==> src/rtl/ram_port_arbiter_if.sv <==
// Requester-side handshake bundle for ram_port_arbiter.
// master = requester, slave = arbiter.
interface ram_port_arbiter_if #(
  parameter int ADDR_SIZE = 8
);
  logic                 req;
  logic                 we;
  logic [ADDR_SIZE-1:0] addr;
  logic [7:0]           wdata;
  logic                 gnt;
  logic                 rsp_valid;

  modport master (
    output req, we, addr, wdata,
    input  gnt, rsp_valid
  );

  modport slave (
    input  req, we, addr, wdata,
    output gnt, rsp_valid
  );
endinterface

==> src/rtl/ram_port_arbiter.sv <==
// Round-robin front end that serialises two requesters' read/write transactions
// into the single-port command RAM protocol, with a watchdog on read data.
module ram_port_arbiter #(
  parameter int ADDR_SIZE = 8,
  parameter int TIMEOUT   = 8
) (
  input  logic                 clk,
  input  logic                 rst,
  ram_port_arbiter_if.slave    p0,
  ram_port_arbiter_if.slave    p1,
  output logic                 rsp_err,
  output logic [7:0]           rdata,
  output logic                 busy,
  output logic [ADDR_SIZE+1:0] ram_din,
  output logic                 ram_rx_valid,
  input  logic [7:0]           ram_dout,
  input  logic                 ram_tx_valid
);

  typedef enum logic [2:0] {
    IDLE, W_ADDR, W_DATA, R_ADDR, R_CMD, R_WAIT
  } state_t;

  localparam logic [3:0] WD_LAST = 4'(TIMEOUT - 1);

  state_t               state;
  logic                 last_owner;
  logic                 owner;
  logic [7:0]           wdata_q;
  logic [3:0]           wd_cnt;
  logic [1:0]           rsp_valid_q;
  logic [1:0]           grant;
  logic                 sel;
  logic                 sel_we;
  logic [ADDR_SIZE-1:0] sel_addr;
  logic [7:0]           sel_wdata;

  // Grant only while idle; on contention the port that did not go last wins.
  always_comb begin
    grant = 2'b00;
    if (state == IDLE) begin
      if (p0.req && (!p1.req || last_owner)) grant = 2'b01;
      else if (p1.req)                       grant = 2'b10;
    end
  end

  assign sel       = grant[1];
  assign sel_we    = sel ? p1.we    : p0.we;
  assign sel_addr  = sel ? p1.addr  : p0.addr;
  assign sel_wdata = sel ? p1.wdata : p0.wdata;

  assign p0.gnt       = grant[0];
  assign p1.gnt       = grant[1];
  assign p0.rsp_valid = rsp_valid_q[0];
  assign p1.rsp_valid = rsp_valid_q[1];
  assign busy         = (state != IDLE);

  // Command word is registered together with the state it belongs to.
  always_ff @(posedge clk) begin
    if (rst) begin
      state        <= IDLE;
      last_owner   <= 1'b1;
      rsp_valid_q  <= 2'b00;
      rsp_err      <= 1'b0;
      rdata        <= 8'h00;
      ram_din      <= '0;
      ram_rx_valid <= 1'b0;
    end else begin
      rsp_valid_q <= 2'b00;
      case (state)
        IDLE: begin
          if (|grant) begin
            owner        <= sel;
            last_owner   <= sel;
            wdata_q      <= sel_wdata;
            ram_rx_valid <= 1'b1;
            if (sel_we) begin
              ram_din <= {2'b00, sel_addr};
              state   <= W_ADDR;
            end else begin
              ram_din <= {2'b10, sel_addr};
              state   <= R_ADDR;
            end
          end
        end
        W_ADDR: begin
          ram_din <= {2'b01, wdata_q};
          state   <= W_DATA;
        end
        W_DATA: begin
          ram_din      <= '0;
          ram_rx_valid <= 1'b0;
          state        <= IDLE;
        end
        R_ADDR: begin
          ram_din <= {2'b11, {ADDR_SIZE{1'b0}}};
          state   <= R_CMD;
        end
        R_CMD: begin
          ram_din      <= '0;
          ram_rx_valid <= 1'b0;
          wd_cnt       <= 4'd0;
          state        <= R_WAIT;
        end
        R_WAIT: begin
          if (ram_tx_valid) begin
            rdata              <= ram_dout;
            rsp_err            <= 1'b0;
            rsp_valid_q[owner] <= 1'b1;
            state              <= IDLE;
          end else if (wd_cnt == WD_LAST) begin
            rdata              <= 8'h00;
            rsp_err            <= 1'b1;
            rsp_valid_q[owner] <= 1'b1;
            state              <= IDLE;
          end else begin
            wd_cnt <= wd_cnt + 4'd1;
          end
        end
        default: state <= IDLE;
      endcase
    end
  end

endmodule
==> src/flat_wrapper.sv <==
// flat-port wrapper written by rule: the top's interface ports become plain ports
module ram_port_arbiter_flat 
#(
  parameter int ADDR_SIZE = 8,
  parameter int TIMEOUT   = 8
)
  (clk, rst, rsp_err, rdata, busy, ram_din, ram_rx_valid, ram_dout, ram_tx_valid, p0_req, p0_we, p0_addr, p0_wdata, p0_gnt, p0_rsp_valid, p1_req, p1_we, p1_addr, p1_wdata, p1_gnt, p1_rsp_valid);
  ram_port_arbiter_if #(.ADDR_SIZE(ADDR_SIZE)) p0_i ();
  ram_port_arbiter_if #(.ADDR_SIZE(ADDR_SIZE)) p1_i ();
  input  logic clk;
  input  logic rst;
  output logic rsp_err;
  output logic [7:0] rdata;
  output logic busy;
  output logic [ADDR_SIZE+1:0] ram_din;
  output logic ram_rx_valid;
  input  logic [7:0] ram_dout;
  input  logic ram_tx_valid;
  input wire logic [$bits(p0_i.req)-1:0] p0_req;
  input wire logic [$bits(p0_i.we)-1:0] p0_we;
  input wire logic [$bits(p0_i.addr)-1:0] p0_addr;
  input wire logic [$bits(p0_i.wdata)-1:0] p0_wdata;
  output wire logic [$bits(p0_i.gnt)-1:0] p0_gnt;
  output wire logic [$bits(p0_i.rsp_valid)-1:0] p0_rsp_valid;
  input wire logic [$bits(p1_i.req)-1:0] p1_req;
  input wire logic [$bits(p1_i.we)-1:0] p1_we;
  input wire logic [$bits(p1_i.addr)-1:0] p1_addr;
  input wire logic [$bits(p1_i.wdata)-1:0] p1_wdata;
  output wire logic [$bits(p1_i.gnt)-1:0] p1_gnt;
  output wire logic [$bits(p1_i.rsp_valid)-1:0] p1_rsp_valid;
  assign p0_i.req = p0_req;
  assign p0_i.we = p0_we;
  assign p0_i.addr = p0_addr;
  assign p0_i.wdata = p0_wdata;
  assign p0_gnt = p0_i.gnt;
  assign p0_rsp_valid = p0_i.rsp_valid;
  assign p1_i.req = p1_req;
  assign p1_i.we = p1_we;
  assign p1_i.addr = p1_addr;
  assign p1_i.wdata = p1_wdata;
  assign p1_gnt = p1_i.gnt;
  assign p1_rsp_valid = p1_i.rsp_valid;
  ram_port_arbiter #(.ADDR_SIZE(ADDR_SIZE), .TIMEOUT(TIMEOUT)) u_core (.clk(clk), .rst(rst), .p0(p0_i), .p1(p1_i), .rsp_err(rsp_err), .rdata(rdata), .busy(busy), .ram_din(ram_din), .ram_rx_valid(ram_rx_valid), .ram_dout(ram_dout), .ram_tx_valid(ram_tx_valid));
endmodule
==> config.mk <==
export PLATFORM = sky130hd
export DESIGN_NAME = ram_port_arbiter_flat
export DESIGN_NICKNAME = d
export VERILOG_FILES = /design/src/rtl/ram_port_arbiter_if.sv /design/src/rtl/ram_port_arbiter.sv /design/src/flat_wrapper.sv
export SDC_FILE = /design/constraint.sdc
export NUM_CORES = 1
export LEC_CHECK = 0
export ABC_AREA = 1
export ABC_CLOCK_PERIOD_IN_PS = 2700
export BUFFER_PORTS_ARGS = -buffer_cell sky130_fd_sc_hd__buf_2
export CORE_MARGIN = 8
export CORE_UTILIZATION = 43
export DETAILED_ROUTE_END_ITERATION = 8
export PLACE_DENSITY_LB_ADDON = 0.1
export SETUP_SLACK_MARGIN = 0.1
export SLEW_MARGIN = 20
export SYNTH_ARGS = -nofsm -noshare
export SYNTH_HDL_FRONTEND = slang
export SYNTH_SLANG_ARGS = --single-unit
==> constraint.sdc <==
create_clock -name clk -period 2.7 [get_ports clk]
set_clock_uncertainty 0.05 [all_clocks]
set_input_delay 0.405 -clock clk [delete_from_list [all_inputs] [get_ports clk]]
set_output_delay 0.405 -clock clk [all_outputs]
set_load 0.01 [all_outputs]
* Word level (Yosys, flattened, before mapping)
Index checks and enable logic that the tools add are counted.
** Cells by class
- Muxes and demuxes :: 27
- Add/sub/neg operators :: 1
- Bitwise logic cells :: 2
- $lt $le $gt $ge :: 2
- Equality and inequality tests :: 10
- Reductions and logical operators :: 20
** Operator list (number)
- $pmux W10 S4 :: 1
- $mux W8 :: 4
- $mux W10 :: 2
- $pmux W3 S5 :: 1
- $mux W2 :: 6
- $reduce_and A2 Y1 :: 5
- $mux W3 :: 3
- $mux W4 :: 2
- $pmux W4 S2 :: 1
- $eq A3 B2 Y1 const B :: 2
- $eq A3 B3 Y1 const B :: 2
- $ne A2 B2 Y1 const B :: 3
- $reduce_bool A2 Y1 :: 3
- $reduce_or A2 Y1 :: 3
- $mux W1 :: 5
- $add A4 B1 Y4 const B :: 1
- $eq A4 B3 Y1 const B :: 1
- $reduce_and A4 Y1 :: 1
- $reduce_bool A4 Y1 :: 1
- $eq A3 B1 Y1 const B :: 1
- $logic_not A3 Y1 :: 1
- $ne A3 B2 Y1 const B :: 1
- $reduce_and A3 Y1 :: 1
- $reduce_bool A3 Y1 :: 1
- 8 further kinds :: 10
** Storage, ports and cells
- Register bits after elaboration :: 39
- Output and inout bits :: 25

* Logic depth before layout (Yosys ltp)
Gate-level depths: netlist (run 1).
- Depth after elaboration :: 9
- Mapped depth :: 9
- Mapped depth without buffers :: 9

* Least setup slack after synthesis (run 1)
Ideal clock, no wire load.
- Kind :: reg-to-reg
- Start point :: register u_core.state[0]
- End point :: register u_core.owner, enable pin
- Period minus slack after synthesis :: 1915 ps
- Data required time :: 2276 ps
- Slack :: 785 ps
- Setup time :: 374 ps
- Data arrival time :: 1491 ps
- Buffers on the path :: 1
- Cell stages (with the launch flop) :: 7
- Cell sequence :: dfxtp_1 buf_6 nor2_1 nand2_1 nor2_1 nor2_1 nor2_1
** On the way
- Word-level cells in the longest chain between the ends :: 4
** RTL lines
- start: declaration :: line ram_port_arbiter.sv:26 : state_t state;
- start signal: assignment :: line ram_port_arbiter.sv:61 : state <= IDLE;
- start signal: assignment :: line ram_port_arbiter.sv:79 : state <= W_ADDR;
- start signal: assignment :: line ram_port_arbiter.sv:82 : state <= R_ADDR;
- $logic_not A3 Y1 :: line ram_port_arbiter.sv:41 : if (state == IDLE) begin
- $mux W2 :: line ram_port_arbiter.sv:41
- via p0_gnt :: line flat_wrapper.sv:23 : output wire logic [$bits(p0_i.gnt)-1:0] p0_gnt;
- $reduce_or A2 Y1 :: line ram_port_arbiter.sv:72 : if (|grant) begin
- $reduce_and A3 Y1 (no line)
- end signal: assignment :: line ram_port_arbiter.sv:73 : owner <= sel;
- end: declaration :: line ram_port_arbiter.sv:28 : logic owner;
The timed path passes the listed nets, and every way through them passes these cells.
A chain may end at the register's enable or synchronous reset.

* Worst setup path after layout (run 1)
- Start point :: register u_core.state[2]
- End point :: register u_core.wdata_q[0], enable pin
** On the way
- Word-level cells in the longest chain between the ends :: 4
** RTL lines
- $logic_not A3 Y1 (*) :: line ram_port_arbiter.sv:41, ram_port_arbiter.sv:70
- $mux W2 :: line ram_port_arbiter.sv:41
- $reduce_or A2 Y1 :: line ram_port_arbiter.sv:72
- $reduce_and A3 Y1 (no line) (*)
- end signal: assignment :: line ram_port_arbiter.sv:75 : wdata_q <= sel_wdata;
- end: declaration :: line ram_port_arbiter.sv:29 : logic [7:0] wdata_q;
Every way passes the cells marked *; elsewhere a longest branch is shown, timed or not.

==> results of run 1 <==
layout make-up:
| type | instances | area, µm² | area share [%] |
|---|---|---|---|
| clock buffers | 6 | 93.84 | 3.702 |
| multi-input cells | 192 | 957.2 | 37.76 |
| clock inverters | 2 | 13.76 | 0.5429 |
| flip-flops and latches | 39 | 910.9 | 35.93 |
| inverters | 31 | 121.4 | 4.788 |
| well taps | 54 | 67.56 | 2.665 |
| repair buffers | 73 | 370.4 | 14.61 |
cell usage in the layout, fill, tap and decap left out:
master	count
a21oi_1	20
nor3b_2	1
inv_2	4
clkbuf_16	1
nor3_1	2
nand3_4	1
edfxtp_1	13
clkbuf_8	5
o21ai_2	1
ha_1	1
nor3_2	1
nand2_4	3
inv_1	25
dfxtp_1	26
a21oi_2	1
nand2_1	84
clkinv_1	1
nor2_1	38
inv_6	1
clkinv_2	1
a211oi_1	1
a31oi_1	1
nand2_2	3
nor2_4	3
clkinv_4	1
nand3_1	24
buf_2	71
nand3_2	1
buf_4	2
o21ai_0	1
nor2_8	3
o211ai_1	1
a21oi_4	1
cell usage after synthesis:
cell      number  area (µm²)
o211ai_1       1       7.510
dfxtp_1       26       520.5
buf_4          1       7.510
inv_1         25       93.84
nand3_1       24       120.1
clkbuf_1       2       7.510
nand3_2        1       10.01
a21oi_4        1       16.27
nor2_4         3       33.78
edfxtp_1      13       390.4
buf_6          4       45.04
nand3_4        1       17.52
a21oi_1       20       100.1
o21ai_0        1       5.000
nand2_2        3       18.77
inv_2          4       15.01
nor3_1         2       10.01
a21oi_2        1       8.760
ha_1           1       12.51
nor2_8         3       60.06
nor3_2         1       10.01
nor3b_2        1       12.51
nand2_4        3       33.78
inv_6          1       8.760
clkinv_1       1       3.750
nand2_1       84       315.3
a31oi_1        1       6.260
a211oi_1       1       7.510
o21ai_2        1       8.760
nor2_1        38       142.6
per-layer routing:
layer	GRT usage (%)	up-vias	share of wire, %	wire, µm
met5	0	-	0	0
met4	5.016	0	1.1	54
met3	5.695	6	7.5	370
met2	22.59	52	45	2239
met1	16.71	788	46	2257
li1	-	999	-	-
metrics by stage:
stage	setup WS [ns]	total power [mW]	cell area, µm²
after floorplan	0.7853	1.073	2049
after global placement	0.6533	1.205	2427
after detailed placement	0.6359	1.208	2427
after CTS	0.6703	1.660	2535
after global routing	0.4890	1.759	2535
final	0.7108	1.642	2535
cells by family after synthesis:
| logic type | after synthesis | share of synthesized area [%] |
|---|---|---|
| adder cells (fa/ha/maj) | 1 | 0.6104 |
| AO/OA/AOI/OAI | 27 | 7.815 |
| flip-flops | 39 | 44.44 |
| buffers and inverters | 38 | 8.852 |
| AND/OR/NAND/NOR | 164 | 38.28 |
power by group:
part           total [mW]  internal (mW)  leakage (nW)  switching [mW]
clock               0.453          0.238        0.0563           0.215
combinational       0.477          0.176         0.911           0.301
sequential          0.713          0.676         0.334          0.0371
worst reg2reg max path: stages (launching register included):
cell	delay, ns
dfxtp_1	0.36
inv_2	0.15
nand2_4	0.09
nor2_8	0.09
nand2_4	0.11
inv_2	0.17
nor2_1	0.07
nor2_1	0.53
final timing paths:
kind	cells after the start	end	slack, ns
max	7	u_core.wdata_q[0]	0.71
min	3	u_core.rdata[1]	0.31
max reg2reg	7	u_core.wdata_q[0]	0.71
min reg2reg	2	u_core.rdata[2]	0.41
state kept, by name, summed over array words and instances, names as in the netlist:
register and flops:
u_core.last_owner 1, u_core.owner 1, u_core.ram_din 10, u_core.ram_rx_valid 1
u_core.rdata 8, u_core.rsp_err 1, u_core.rsp_valid_q 2, u_core.state 3
u_core.wd_cnt 4, u_core.wdata_q 8
==> results.toml, run 1 <==
[outcome]
outcome = "complete, no violations"

[cts]
clk_path_buf_depth = 2
ctsHtreeMaxLevel = 2
postCtsSetupBuffers = 0
clock_latency_ns = 0.29
clockRootBuffer = "clkbuf_8"
clock-sinks = 39
numCtsBuffers = 5
clk_pin_slew_worst_paths_ns = 0.08
ctsResizeCount = 0
holdBufCountCts = 0
cts_tree = "built"

[critical_path]
cp.buffers_inverters = 2
crit_chain = "inv_2 -> nand2_4 -> nor2_8 -> nand2_4 -> inv_2 -> nor2_1 -> nor2_1"
critPathArrivalTime_ns = 1.87
cp_top_family = "simple AND/OR/NAND/NOR gates"
r2r-start = "u_core.state[2]"
start_kind = "flop"
cp_data_required_time_ns = 2.58
startpoint = "u_core.state[2]"
setup.worst_path.end_class = "flop"
slowest_stage = "nor2_1"
worstSetupPathType = "flop to flop"
cp_max_fo = 11
slowest_delay_ns = 0.53

[power]
power.density_nw_per_um2 = 647.9
p_leak_nw = 1.302
ir_worst_vdd_mv = 0.3486

[yosys]
yosys_register_bits = 39
yosys.cell_types.count = 30
mappedNetlistArea_um2 = 2049
yosys_warnings = 0
syn_inst = 269
synth_fp_nets = 317
avgSynthCellArea_um2 = 7.619
yosysSeqAreaShare_pct = 44.44

[min_path]
hold_start = "ram_dout[1]"
hold_path.class = "input port to flop"

[timing]
slew_headroom_pct = 54.12
hold_viol = 0
fin_crit_ns = 1.989
report.final.slew_viol_count = 0
fmax_ghz = 0.5027
fin_tns_setup_ns = 0
worst_slew_pin_slew_ns = 0.6857
finalCritPeriodShare_pct = 73.67
setup_viol = 0
hold_ws_ns = 0.3054
rsz0062_at_grt = "no"

[grt]
grt-ovfl-total = 0
grt_max_degree = 20
grt_pass1_wl_mm = 8.376
grt_pass1_vias = 1839
antenna_found_initial = 0
grt_usage_pct = 14.17

[floorplan]
rows = 25
die_width_um = 85.04
die_y_um = 85.04
die_area_um2 = 7231
ioPinCount = 72
start_util_pct = 43.97
core_area_um2 = 4661

[finish]
fillers = 477
nets = 390
final_util_pct = 54.39
drive_above_1_share_pct = 30.61
syn_to_final_growth_pct = 23.69
antenna_cells = 0
finalNonFillerCells = 397

[drt]
vias_per_cell = 4.647
routed_wl_mm = 4.921
drtPass1Iterations = 4
drt_iter0_drc = 121
vias = 1845
post_drt_wl_per_cell_um = 12.40
antenna_left = 0
drc = 0

[placed_design]
dp_cells = 389
gp_congestion = 0.8630
place.port_buffers = 71
dp_hpwl_mm = 3.772

[job]
cap_violations = 0
Note: power is estimated with default switching activity, not from simulation.
==> inputs of run 2 (changes only) <==
Settings changed: ABC_AREA 1 to 0, ABC_CLOCK_PERIOD_IN_PS 2700 to 2000.
Clock period 2.7 ns to 2 ns, I/O delays scaled along.
==> results.toml, run 2 <==
[critical_path]
start_kind = "flop"
worstSetupPathType = "flop to primary output"
slowest_stage = "dfxtp_2"
cp_data_required_time_ns = 1.65
setup.worst_path.end_class = "primary output"
crit_chain = "nor3_4 -> nand3_2 -> buf_6 -> inv_1 -> buf_2"
slowest_delay_ns = 0.37
critPathArrivalTime_ns = 1.41
cp_max_fo = 17

[grt]
grt_pass1_vias = 1717
grt-ovfl-total = 0
grt_max_degree = 18
grt_usage_pct = 14.46
grt_pass1_wl_mm = 7.728
antenna_found_initial = 0

[floorplan]
die_width_um = 82.53
die_area_um2 = 6810
core_area_um2 = 4324
die_y_um = 82.53
start_util_pct = 44.01
ioPinCount = 72
rows = 24

[yosys]
yosys.cell_types.count = 37
synth_fp_nets = 241
yosysMostFrequentCell = "dfxtp_1"
synth.area.top_cells = "dfxtp_1 27%, edfxtp_1 21%, mux2_2 5.3%, mux2i_1 4.2%, o221ai_1 3.7%"
synth_area_leader_cell = "dfxtp_1"
yosys_warnings = 0
synth_top_area_share_pct = 27.35
avgSynthCellArea_um2 = 9.860
yosysSeqAreaShare_pct = 47.86
ys_top_cells_by_count = "26 x dfxtp_1, 18 x nor2_1, 15 x inv_1"
synth-edff-count = 13
synthFlopType = "dfxtp_1"
mappedNetlistArea_um2 = 1903
syn_inst = 193
ys_async_sr_fraction_pct = 0
yosys_register_bits = 39

[cts]
clockRootBuffer = "clkbuf_8"
cts_tree = "built"
clock-sinks = 39
numCtsBuffers = 5
clock_latency_ns = 0.29
clk_pin_slew_worst_paths_ns = 0.07
clk_path_buf_depth = 2
ctsHtreeMaxLevel = 2
holdBufCountCts = 0

[timing]
fmax_ghz = 0.5683
fin_tns_setup_ns = 0
setup_viol = 0
fin_crit_ns = 1.760
hold_viol = 0
worst_slew_pin_slew_ns = 0.5846
report.final.slew_viol_count = 0
finalCritPeriodShare_pct = 87.98
rsz0062_at_grt = "no"
slew_headroom_pct = 60.88

[drt]
drc = 0
post_drt_wl_per_cell_um = 14.24
antenna_left = 0
drtPass1Iterations = 4
vias = 1674
vias_per_cell = 5.167
drt_iter0_drc = 82
routed_wl_mm = 4.613

[finish]
top_regs = "u_core.ram_din x10, u_core.rdata x8, u_core.wdata_q x8"
drive_above_1_share_pct = 38.97
nets = 319
regMostFlops = "u_core.ram_din"
largest_reg_flops = 10
final_util_pct = 56.45
syn_to_final_growth_pct = 28.27
layout_commonest_cell = "buf_2"
fillers = 412
antenna_cells = 0
regArea_um2 = 913.4
final_cell_mix = "71 x buf_2, 24 x dfxtp_1, 18 x nor2_1"
multiInputGateArea_um2 = 868.3

[power]
ir_worst_vdd_mv = 0.5085
power.density_nw_per_um2 = 772.5
p_leak_nw = 1.132

[outcome]
outcome = "complete, no violations"

[placed_design]
gp_congestion = 0.7836
place.port_buffers = 71
dp_hpwl_mm = 3.563

[min_path]
hold_path.class = "input port to flop"

[job]
cap_violations = 0
-- run 2: worst paths after layout --
check	startpoint	end	slack, ns	cells past startpoint
setup / recovery	u_core.state[2]	p1_gnt	0.24	5
hold / removal	ram_dout[4]	u_core.rdata[4]	0.21	3
setup reg to reg	u_core.wd_cnt[0]	u_core.wd_cnt[3]	0.27	5
hold reg to reg	u_core.owner	u_core.rsp_valid_q[0]	0.39	1
-- run 2: stage by stage --
| stage | setup WS [ns] | total power [mW] | hold slack, ns | cells | cell area [µm²] |
|---|---|---|---|---|---|
| floorplan | 0.1621 | 1.228 | 0.3602 | 193 | 1903 |
| global placement | 0.2806 | 1.391 | 0.3749 | 315 | 2341 |
| detailed placement | 0.2346 | 1.393 | 0.3837 | 315 | 2341 |
| CTS | 0.1121 | 1.895 | 0.2102 | 323 | 2426 |
| global route | 0.1361 | 1.995 | 0.2156 | 324 | 2441 |
| finish | 0.2404 | 1.886 | 0.2108 | 324 | 2441 |
-- run 2: cell families (layout without fill, tap and decap cells) --
family	count (synthesis)	in the layout	synth area share [%]
AOI/OAI and AO/OA	55	55	20.91
and+or+nand+nor	50	50	12.89
DFF	39	39	47.86
buffers and inverters	28	107	6.772
muxes	17	17	9.534
xor gates and xnor gates	3	3	1.381
adders and majority gates	1	1	0.6574
-- run 2: timing repair --
action                                 4_1_cts  5_1_grt
gates resized for setup                      1        3
endpoints found under the hold margin        0        0
setup endpoints to repair                    1        9
setup buffers                                0        1
pin swaps                                    0        2
gates cloned                                 0        0
-- run 2: power breakdown --
group	internal (mW)	switching (mW)
clock network	0.245	0.259
registers	0.889	0.0461
logic	0.216	0.231
total	1.35	0.536
-- run 2: layer usage --
metal	up-vias	wire [µm]	global-route usage [%]
met1	751	2047	17.30
met2	58	2074	23.10
met5	-	0	0
li1	861	-	-
met4	0	35	3.793
met3	4	456	6.494
-- run 2: critical path: cells and delay by family, from the launching register on --
| family | cells | cell delay (ns) |
|---|---|---|
| DFF | 1 | 0.37 |
| and+or+nand+nor | 2 | 0.35 |
| buffers and inverters | 3 | 0.40 |
-- run 2: layout make-up --
cell class                 count  area share (%)
inverter                      15           2.307
clock buffer                   7           3.127
timing repair buffer          84           18.71
multi-input combinational    126           35.57
sequential                    39           37.42
tap                           52           2.665
clock inverter                 1          0.2050
==> inputs of run 3 (changes only) <==
Settings changed: CORE_UTILIZATION 43 to 40.
==> results.toml, run 3 (synthesized netlist as in run 2, its figures left out) <==
[outcome]
outcome = "complete, no violations"

[placed_design]
post-place-ws_ns = 0.2137
gp_congestion = 0.7471
dp_hpwl_mm = 3.528
place.port_buffers = 71
dp_cells = 315

[drt]
post_drt_wl_per_cell_um = 14.07
drc = 0
vias_per_cell = 5.179
drt_iter0_drc = 81
antenna_left = 0
drtPass1Iterations = 4
vias = 1678
routed_wl_mm = 4.558

[critical_path]
r2r-start = "u_core.wd_cnt[0]"
setup.worst_path.end_class = "primary output"
r2r_end = "u_core.wd_cnt[3]"
start_kind = "flop"
cp_data_required_time_ns = 1.65
r2r.worst_path.cells = 5
cp_max_fo = 15
critPathArrivalTime_ns = 1.43
r2r_setup_slack_ns = 0.23
worstSetupPathType = "flop to primary output"

[grt]
grt-ovfl-total = 0
grt_pass1_wl_mm = 8.045
grt_usage_pct = 13.48
antenna_found_initial = 0
grt_pass1_vias = 1751
grt_max_degree = 25

[finish]
finalNonFillerCells = 324
largest_reg_flops = 10
regMostFlops = "u_core.ram_din"
final_cell_mix = "71 x buf_2, 25 x dfxtp_1, 18 x nor2_1"
antenna_cells = 0
drive_above_1_share_pct = 38.52
nets = 317
top_regs = "u_core.ram_din x10, u_core.rdata x8, u_core.wdata_q x8"
fillers = 462
syn_to_final_growth_pct = 27.74
layout_commonest_cell = "buf_2"

[cts]
clk_path_buf_depth = 2
clock-sinks = 39
clock_latency_ns = 0.29
holdBufCountCts = 0
clk_pin_slew_worst_paths_ns = 0.08
ctsHtreeMaxLevel = 2
cts_tree = "built"
numCtsBuffers = 5
clockRootBuffer = "clkbuf_8"

[timing]
hold_viol = 0
fin_crit_ns = 1.775
fmax_ghz = 0.5633
report.final.slew_viol_count = 0
post-route-worst-setup-slack_ns = 0.2247
rsz0062_at_grt = "no"
slew_headroom_pct = 65.41
fin_tns_setup_ns = 0
finalCritPeriodShare_pct = 88.76
hold_ws_ns = 0.1991
setup_viol = 0
worst_slew_pin_slew_ns = 0.5170

[min_path]
min_to = "u_core.rdata[0]"
hold_path.class = "input port to flop"
hold_start = "ram_dout[0]"
hold_path_depth = 3

[job]
cap_violations = 0

[power]
ir_worst_vdd_mv = 0.4347
power.density_nw_per_um2 = 777.0
p_leak_nw = 1.120

[floorplan]
start_util_pct = 40.83
core_area_um2 = 4661
die_area_um2 = 7221
die_y_um = 84.98
rows = 25
ioPinCount = 72
die_width_um = 84.98
[run 3: cell count changes in the layout (fill, tap and decap cells not counted), sizes merged]
cell	change
buf	-2
clkbuf	-1
clkinvlp	+1
[run 3: critical path: stages, from the launching register on]
cell and delay (ns):
dfxtp_2 0.38, nor3_4 0.23, nand3_2 0.12, buf_6 0.18, inv_1 0.08, buf_2 0.13
[run 3: report_power, final]
group,internal [mW],switching [mW]
Combinational,0.211,0.224
Clock,0.244,0.275
Sequential,0.889,0.0470
[run 3: worst max-delay path by stage]
stage	startpoint	end	slack (ns)
4_1_cts	u_core.state[1]	p1_gnt	0.12
2_1_floorplan	u_core.state[2]	u_core.owner	0.16
6_report	u_core.state[1]	p1_gnt	0.22
3_3_place_gp	u_core.wd_cnt[0]	u_core.wd_cnt[2]	0.26
3_5_place_dp	u_core.state[1]	u_core.rdata[6]	0.21
5_1_grt	u_core.state[1]	p1_gnt	0.11
[run 3: cell type report]
cell class / count / area [µm²] / share of cell area, %
Clock inverter: 2 / 12.51 / 0.5147
Inverter: 15 / 56.30 / 2.316
Clock buffer: 6 / 72.57 / 2.985
Tap cell: 54 / 67.56 / 2.779
Timing Repair Buffer: 82 / 441.7 / 18.17
Sequential cell: 39 / 912.1 / 37.52
Multi-Input combinational cell: 126 / 868.3 / 35.72
[run 3: timing repair]
item                       4_1_cts  5_1_grt
pin swaps                        1        1
buffers inserted                 0        1
setup endpoints to repair        1        1
resized for setup                1        2
[run 3: per-stage QoR]
step           util [%]  instance area [µm²]  power, mW
2_1_floorplan         -                 1903      1.228
3_3_place_gp      49.96                 2328      1.383
3_5_place_dp      49.96                 2328      1.386
4_1_cts           51.81                 2415      1.913
5_1_grt           52.16                 2431      2.009
6_report          52.16                 2431      1.889
[run 3: layer usage]
metal	vias to the layer above	track usage, %	wire length (µm)
met5	-	0	0
met4	0	3.883	33
met3	4	5.019	289
met2	50	22.02	2111
met1	768	16.03	2124
li1	856	-	-
